==> config.mk <==
export PLATFORM = sky130hd
export DESIGN_NAME = per_gen
export DESIGN_NICKNAME = d
export VERILOG_FILES = /design/src/rtl/per_gen.sv
export SDC_FILE = /design/constraint.sdc
export NUM_CORES = 1
export LEC_CHECK = 0
export BUFFER_PORTS_ARGS = -buffer_cell sky130_fd_sc_hd__buf_4
export CAP_MARGIN = 25
export CORE_MARGIN = 10
export CORE_UTILIZATION = 54
export CTS_CLUSTER_SIZE = 16
export DETAILED_ROUTE_END_ITERATION = 12
export PLACE_DENSITY = 0.76
export SYNTH_ARGS = -nofsm -noshare
export SYNTH_HDL_FRONTEND = slang
export SYNTH_SLANG_ARGS = --single-unit
==> constraint.sdc <==
create_clock -name i_clk -period 2.6 [get_ports i_clk]
set_input_delay 0.26 -clock i_clk [delete_from_list [all_inputs] [get_ports i_clk]]
set_output_delay 0.26 -clock i_clk [all_outputs]
set_load 0.05 [all_outputs]
==> src/rtl/per_gen.sv <==
// Programmable square-wave burst generator: after an accepted start, emits i_count
// full 50%-duty periods of i_period ms on o_signal, then pulses o_done for one cycle.
module per_gen #(
    parameter int CLK_FREQ = 100_000_000
) (
    input  logic       i_clk,
    input  logic       i_rst_n,
    input  logic       i_start,
    input  logic [9:0] i_period,
    input  logic [7:0] i_count,
    output logic       o_ready,
    output logic       o_done,
    output logic       o_signal,
    output logic [1:0] o_dbg_state
);

    localparam int HALF_MS = CLK_FREQ / 2000;
    localparam int TW      = (HALF_MS > 1) ? $clog2(HALF_MS) : 1;
    localparam logic [TW-1:0] TICK_MAX = TW'(HALF_MS - 1);

    // Handshake: o_ready is high only in idle; a start is accepted on a clock edge
    // where i_start && o_ready. Starts at any other time are dropped, never queued.
    typedef enum logic [1:0] {
        e_idle = 2'd0,
        e_high = 2'd1,
        e_low  = 2'd2,
        e_done = 2'd3
    } state_t;

    state_t        r_state, state_nxt;
    logic [TW-1:0] r_tick, tick_nxt;
    logic [9:0]    r_half, half_nxt;
    logic [9:0]    r_period, period_nxt;
    logic [7:0]    r_left, left_nxt;
    logic          r_signal, signal_nxt;
    logic          phase_end;
    logic [7:0]    left_dec;

    assign phase_end = (r_tick == TICK_MAX) && (r_half == (r_period - 10'd1));
    assign left_dec  = r_left - 8'd1;

    always_ff @(posedge i_clk or negedge i_rst_n) begin
        if (!i_rst_n) begin
            r_state  <= e_idle;
            r_tick   <= '0;
            r_half   <= '0;
            r_period <= '0;
            r_left   <= '0;
            r_signal <= 1'b0;
        end else begin
            r_state  <= state_nxt;
            r_tick   <= tick_nxt;
            r_half   <= half_nxt;
            r_period <= period_nxt;
            r_left   <= left_nxt;
            r_signal <= signal_nxt;
        end
    end

    always_comb begin
        state_nxt  = r_state;
        tick_nxt   = r_tick;
        half_nxt   = r_half;
        period_nxt = r_period;
        left_nxt   = r_left;
        signal_nxt = 1'b0;
        case (r_state)
            e_idle: begin
                if (i_start) begin
                    period_nxt = i_period;
                    left_nxt   = i_count;
                    tick_nxt   = '0;
                    half_nxt   = '0;
                    if ((i_period == 10'd0) || (i_count == 8'd0)) begin
                        state_nxt = e_done;
                    end else begin
                        state_nxt  = e_high;
                        signal_nxt = 1'b1;
                    end
                end
            end
            e_high, e_low: begin
                signal_nxt = (r_state == e_high);
                if (phase_end) begin
                    tick_nxt = '0;
                    half_nxt = '0;
                    if (r_state == e_high) begin
                        state_nxt  = e_low;
                        signal_nxt = 1'b0;
                    end else begin
                        left_nxt = left_dec;
                        if (left_dec == 8'd0) begin
                            state_nxt  = e_done;
                            signal_nxt = 1'b0;
                        end else begin
                            state_nxt  = e_high;
                            signal_nxt = 1'b1;
                        end
                    end
                end else if (r_tick == TICK_MAX) begin
                    tick_nxt = '0;
                    half_nxt = r_half + 10'd1;
                end else begin
                    tick_nxt = r_tick + 1'b1;
                end
            end
            e_done: begin
                state_nxt = e_idle;
            end
            default: begin
                state_nxt = e_idle;
            end
        endcase
    end

    assign o_ready     = (r_state == e_idle);
    assign o_done      = (r_state == e_done);
    assign o_signal    = r_signal;
    assign o_dbg_state = r_state;

endmodule

# Word-level counts from Yosys, hierarchy flattened
# Index checks and enable logic that the tools add are counted.
dict set report classes {
  n_addsub 4
  reduce_logical 13
  mux 24
  n_eq_ne 9
}
# op n
set op_table {}
lappend op_table {{$mux 16} 3}
lappend op_table {{$pmux 16 s2} 1}
lappend op_table {{$mux 10} 3}
lappend op_table {{$mux 8} 3}
lappend op_table {{$pmux 10 s2} 1}
lappend op_table {{$add 16x1->16 const B} 1}
lappend op_table {{$eq 16x16->1 const B} 1}
lappend op_table {{$logic_not 8->1} 2}
lappend op_table {{$pmux 8 s2} 1}
lappend op_table {{$add 10x1->10 const B} 1}
lappend op_table {{$eq 10x10->1} 1}
lappend op_table {{$logic_not 10->1} 1}
lappend op_table {{$mux 2} 5}
lappend op_table {{$sub 10x1->10 const B} 1}
lappend op_table {{$sub 8x1->8 const B} 1}
lappend op_table {{$ne 2x2->1 const B} 3}
lappend op_table {{$pmux 2 s3} 1}
lappend op_table {{$reduce_and 2->1} 3}
lappend op_table {{$mux 1} 5}
lappend op_table {{$eq 2x2->1 const B} 2}
lappend op_table {{$reduce_and 4->1} 1}
lappend op_table {{$ne 3x3->1 const B} 1}
lappend op_table {{$reduce_and 3->1} 1}
lappend op_table {{$eq 2x1->1 const B} 1}
lappend op_table {{6 further kinds} 6}
dict set report word_totals {
  regBits 47
  wordCells 56
  output_inout_bits 5
  inputBits 21
}

# Depth between registers and ports, before layout
dict set report depth {
  depth_word 6
  ltp_mapped 11
  depth_no_buf 9
}

# Least setup slack after synthesis
# No wires, ideal clock.
dict set report synth_path {
  path_kind {reg2reg}
  startpoint {register r_state[0], in the netlist o_dbg_state[0]}
  endpoint {register r_tick[10]}
  synth_period_minus_slack_ns 2.808
  arrival_time_ns 2.730
  required_ns 2.522
  path_buffers 1
  setup_ns 0.078
  slack_ns -0.208
  stages_incl_launch_ff 10
  path_cell_list {dfrtp_1 > inv_1 > ha_1 > nor2b_1 > nor2_1 > nand3_1 > or2_2 > clkbuf_1 > or3_1 > a21oi_1}
}
dict set report synth_via {
  elab_cells_between_ends 8
  classes_between {eq/ne: 3; mux: 1; reduce/logical: 4}
}
# element line_no
set synth_lines {}
lappend synth_lines {{from (decl)} 30} ;# state_t r_state, state_nxt;
lappend synth_lines {{from (signal assigned)} 44} ;# r_state <= e_idle;
lappend synth_lines {{from (signal assigned)} 51} ;# r_state <= state_nxt;
lappend synth_lines {{$logic_not 2->1 *} --}
lappend synth_lines {{net o_ready} 11} ;# output logic o_ready,
lappend synth_lines {{$ne 2x2->1 (no source line) or $reduce_bool 2->1 (tied branches)} --}
lappend synth_lines {{$reduce_and 2->1 (no source line)} --}
lappend synth_lines {{to (signal assigned)} 52} ;# r_tick <= tick_nxt;
lappend synth_lines {{to (decl)} 31} ;# logic [TW-1:0] r_tick, tick_nxt;
# Mark *: on every way through the listed nets, which the timed path passes. The rest lies on a longest branch.
# A chain may end at the register's enable or synchronous reset.

# Worst setup path in the final report
dict set report layout_path {
  startpoint {register r_period[0]}
  endpoint {register r_state[1], in the netlist o_dbg_state[1]}
}
dict set report layout_via {
  elab_chain_len 5
}
# element line_no
set layout_lines {}
lappend layout_lines {{from (decl)} 33} ;# logic [9:0] r_period, period_nxt;
lappend layout_lines {{from (signal assigned)} 54} ;# r_period <= period_nxt;
lappend layout_lines {{$sub 10x1->10} 39} ;# assign phase_end = (r_tick == TICK_MAX) && (r_half == (r_period - 10'd1));
lappend layout_lines {{$eq 10x10->1} 39}
lappend layout_lines {{$logic_and 1x1->1} 39}
lappend layout_lines {{$ne 2x2->1 (no source line)} --}
lappend layout_lines {{$reduce_and 2->1 (no source line)} --}
# No other way between the ends.

==> impl_metrics.py <==
metrics = {
    "status": {
        "status": "completed",
    },
    "drt": {
        "drtPass1Iterations": 5,
        "drtIter0Drc": 247,
        "post-route-drc-count": 0,
        "vias_per_cell": 5.96,
        "antenna_left": 0,
        "vias": 2728,
        "wl_per_cell_um": 16.5,
        "wl_um": 7550,
    },
    "sta": {
        "final-hold-violation-count": 0,
        "finalSetupViolations": 0,
        "slew_headroom_pct": 52.8,
        "min_period_ns": 2.49,
        "fmax_mhz": 402,
        "final.setup.tns_ns": 0,
        "finalHoldWorstSlack_ns": 0.179,
        "rsz0062_at_grt": "yes",
        "clock_skew_ns": 0.0111,
        "worstMarginPinSlew_ns": 0.699,
        "fin_crit_sh_pct": 95.7,
        "slew_viol_final": 0,
    },
    "floorplan": {
        "die_x_um": 94.8,
        "pin_count": 26,
        "start_util_pct": 55.2,
        "fp.coreArea_um2": 5470,
        "die_h_um": 94.8,
        "num_rows": 27,
        "die-area_um2": 8990,
    },
    "global_route": {
        "grt_max_degree": 48,
        "antenna_found_initial": 0,
        "grt_overflow": 0,
        "grt_pass1_wl_um": 12500,
        "grt_pass1_vias": 2674,
        "grtUsageTotal_pct": 17.0,
    },
    "critical_path": {
        "reg2reg_to": "o_dbg_state[1]",
        "critPathMostFrequentCell": "buf_4",
        "reg2reg_slack_ns": 0.11,
        "path_cells": "inv_1, ha_2, buf_4, nor3b_2, a211oi_1, a211oi_2, o31ai_4, buf_4, nand2_2, buf_4, a21oi_2, o2bb2a_4",
        "cpPeakStageDelay_ns": 0.43,
        "slowest_stage": "dfrtp_1",
        "cp.arrival_ns": 2.69,
        "crit_type": "flip-flop to flip-flop",
        "r2r_cells": 12,
        "regToRegStartpoint": "r_period[0]",
        "end_kind": "flip-flop",
        "start_kind": "flip-flop",
        "crit_required_ns": 2.80,
        "worstPathMaxFanout": 8,
    },
    "synth": {
        "synth_top_flop_cell": "dfrtp_1",
        "synth_area_leader_cell": "dfrtp_1",
        "synth.distinct_cells": 52,
        "async_reset_ff_share_pct": 100,
        "syn_nets": 361,
        "synth_top_area_share_pct": 38.9,
        "ys_ff_latch": 47,
        "yosys_warnings": 0,
        "syn_area_um2": 3020,
        "synth_area_per_cell_um2": 9.10,
        "ys_seq_area_share_pct": 38.9,
        "synth_cells": 332,
        "synthTopCellsByArea": "dfrtp_1 (39%), xor2_1 (3.8%), mux2_2 (3.7%)",
        "synth_edf_count": 0,
    },
    "finish": {
        "nNetsFinal": 414,
        "final_util_pct": 67.1,
        "n_fill_cell": 459,
        "diodes": 0,
        "syn_to_final_growth_pct": 21.7,
        "layout_commonest_cell": "buf_4",
        "layout_common_cells": "buf_4 (56), dfrtp_1 (45), nor2_1 (27)",
        "drive_gt1_share_pct": 25.6,
        "fin_cells": 458,
    },
    "pwr": {
        "ir_drop_mv": 0.250,
        "p_per_area_nw_per_um2": 385,
        "p_leak_nw": 1.69,
        "power_mw": 1.42,
    },
    "run": {
        "cap_violations": 0,
    },
    "place": {
        "dp_cells": 442,
        "hpwl_um": 5550,
        "finalWeightedCongestion": 0.934,
        "port_buffers": 25,
    },
    "worst_hold_path": {
        "hold_depth": 2,
        "worstHoldStart": "i_period[9]",
        "hp-class": "input port to flip-flop",
        "worstHoldEndpoint": "r_period[9]",
    },
    "clocking": {
        "clkTransAtPathRegs_ns": 0.09,
        "clock-sinks": 47,
        "tritoncts": "done",
        "numCtsBuffers": 5,
        "clockBufferDepth": 2,
        "clkLatencyLatePin_ns": 0.31,
        "htree_levels": 2,
        "cts_root_buf": "clkbuf_8",
    },
}
==> cells in the mapped netlist (2+ instances only) <==
master / number
dfrtp_1: 47
nor2_1: 28
nand2_1: 26
o21ai_0: 20
a21oi_1: 15
nand4_1: 13
xor2_1: 13
inv_1: 12
nand3_1: 12
clkbuf_1: 10
mux2_2: 10
or3_1: 9
ha_1: 8
a31oi_1: 7
and3_1: 7
nand2b_1: 7
o31ai_1: 7
a211oi_1: 6
nor3_1: 6
o22ai_1: 6
xnor2_1: 6
mux2i_1: 5
o21ai_1: 5
nor4_1: 4
nand3b_1: 3
nor2b_1: 3
or2_2: 3
or4_1: 3
a211o_1: 2
a21oi_2: 2
and2_1: 2
and4_1: 2
nand2_2: 2
nor3b_1: 2
nor4b_1: 2
==> sequential cells by signal (all words and copies together), names as in the netlist <==
name,cells
o_dbg_state,2
r_tick,16
r_half,10
r_period,10
o_signal,1
r_left,8
==> how the worst max path moves through the flow <==
stage / from / endpoint / slack, ns / cells after the start
floorplan: r_tick[5] / o_dbg_state[1] / 0.03 / 8
global placement: r_tick[5] / r_left[1] / 0.04 / 8
detailed placement: r_tick[5] / r_left[1] / -0.03 / 8
CTS: r_tick[4] / r_left[1] / 0.04 / 8
global route: r_period[0] / r_half[8] / -0.02 / 10
finish: r_period[0] / o_dbg_state[1] / 0.11 / 12
==> where the power goes <==
group | total (mW) | internal [mW] | leakage (nW) | switching (mW)
combinational | 0.0435 | 0.0211 | 1.03 | 0.0224
clock | 0.643 | 0.384 | 0.0654 | 0.258
sequential | 0.730 | 0.730 | 0.593 | 0
total | 1.42 | 1.14 | 1.69 | 0.280
==> what timing repair did <==
item,4_1_cts,5_1_grt
endpoints found under the setup margin,4,16
hold endpoints to repair,47,0
pin swaps,1,4
setup buffers,1,6
gates resized for setup,0,8
hold buffers,1,0
==> layer usage <==
metal / wire (um) / GRT usage, % / vias to the layer above
met5: 0 / 0 / -
met4: 153 / 6.61 / 0
met3: 322 / 3.33 / 18
met2: 3640 / 27.0 / 71
met1: 3440 / 22.2 / 1314
li1: - / - / 1325
==> per-stage QoR <==
stage               area (um2)  setup WS [ns]
finish                    3670          0.112
global route              3670        -0.0245
CTS                       3590         0.0373
detailed placement        3440        -0.0308
global placement          3440         0.0370
floorplan                 3030         0.0256
==> worst max-delay path: cells and delay by family, from the launching register on <==
family | cells | cell delay (ns)
AO/OA/AOI/OAI | 5 | 0.85
adder cells (fa/ha/maj) | 1 | 0.22
buffers and inverters | 4 | 0.56
flip-flops | 1 | 0.43
AND/OR/NAND/NOR | 2 | 0.34
==> final cells by class <==
class                   instances  area, um2  area share, %
well taps                      72       90.1           2.45
clock buffers                   6       72.6           1.97
clock inverters                 2       60.1           1.63
multi-input cells             261       1790           48.6
inverters                      12       45.0           1.23
flip-flops and latches         47       1180           32.1
repair buffers                 58        442           12.0
==> cells by family after synthesis <==
group           synth area share [%]
compound gates                  18.6
xor+xnor                        5.51
fa+ha+maj                       3.31
buf+inv                         3.23
flops                           38.9
mux                             5.76
simple gates                    24.7
No activity file was read; power rests on OpenSTA's default activity.
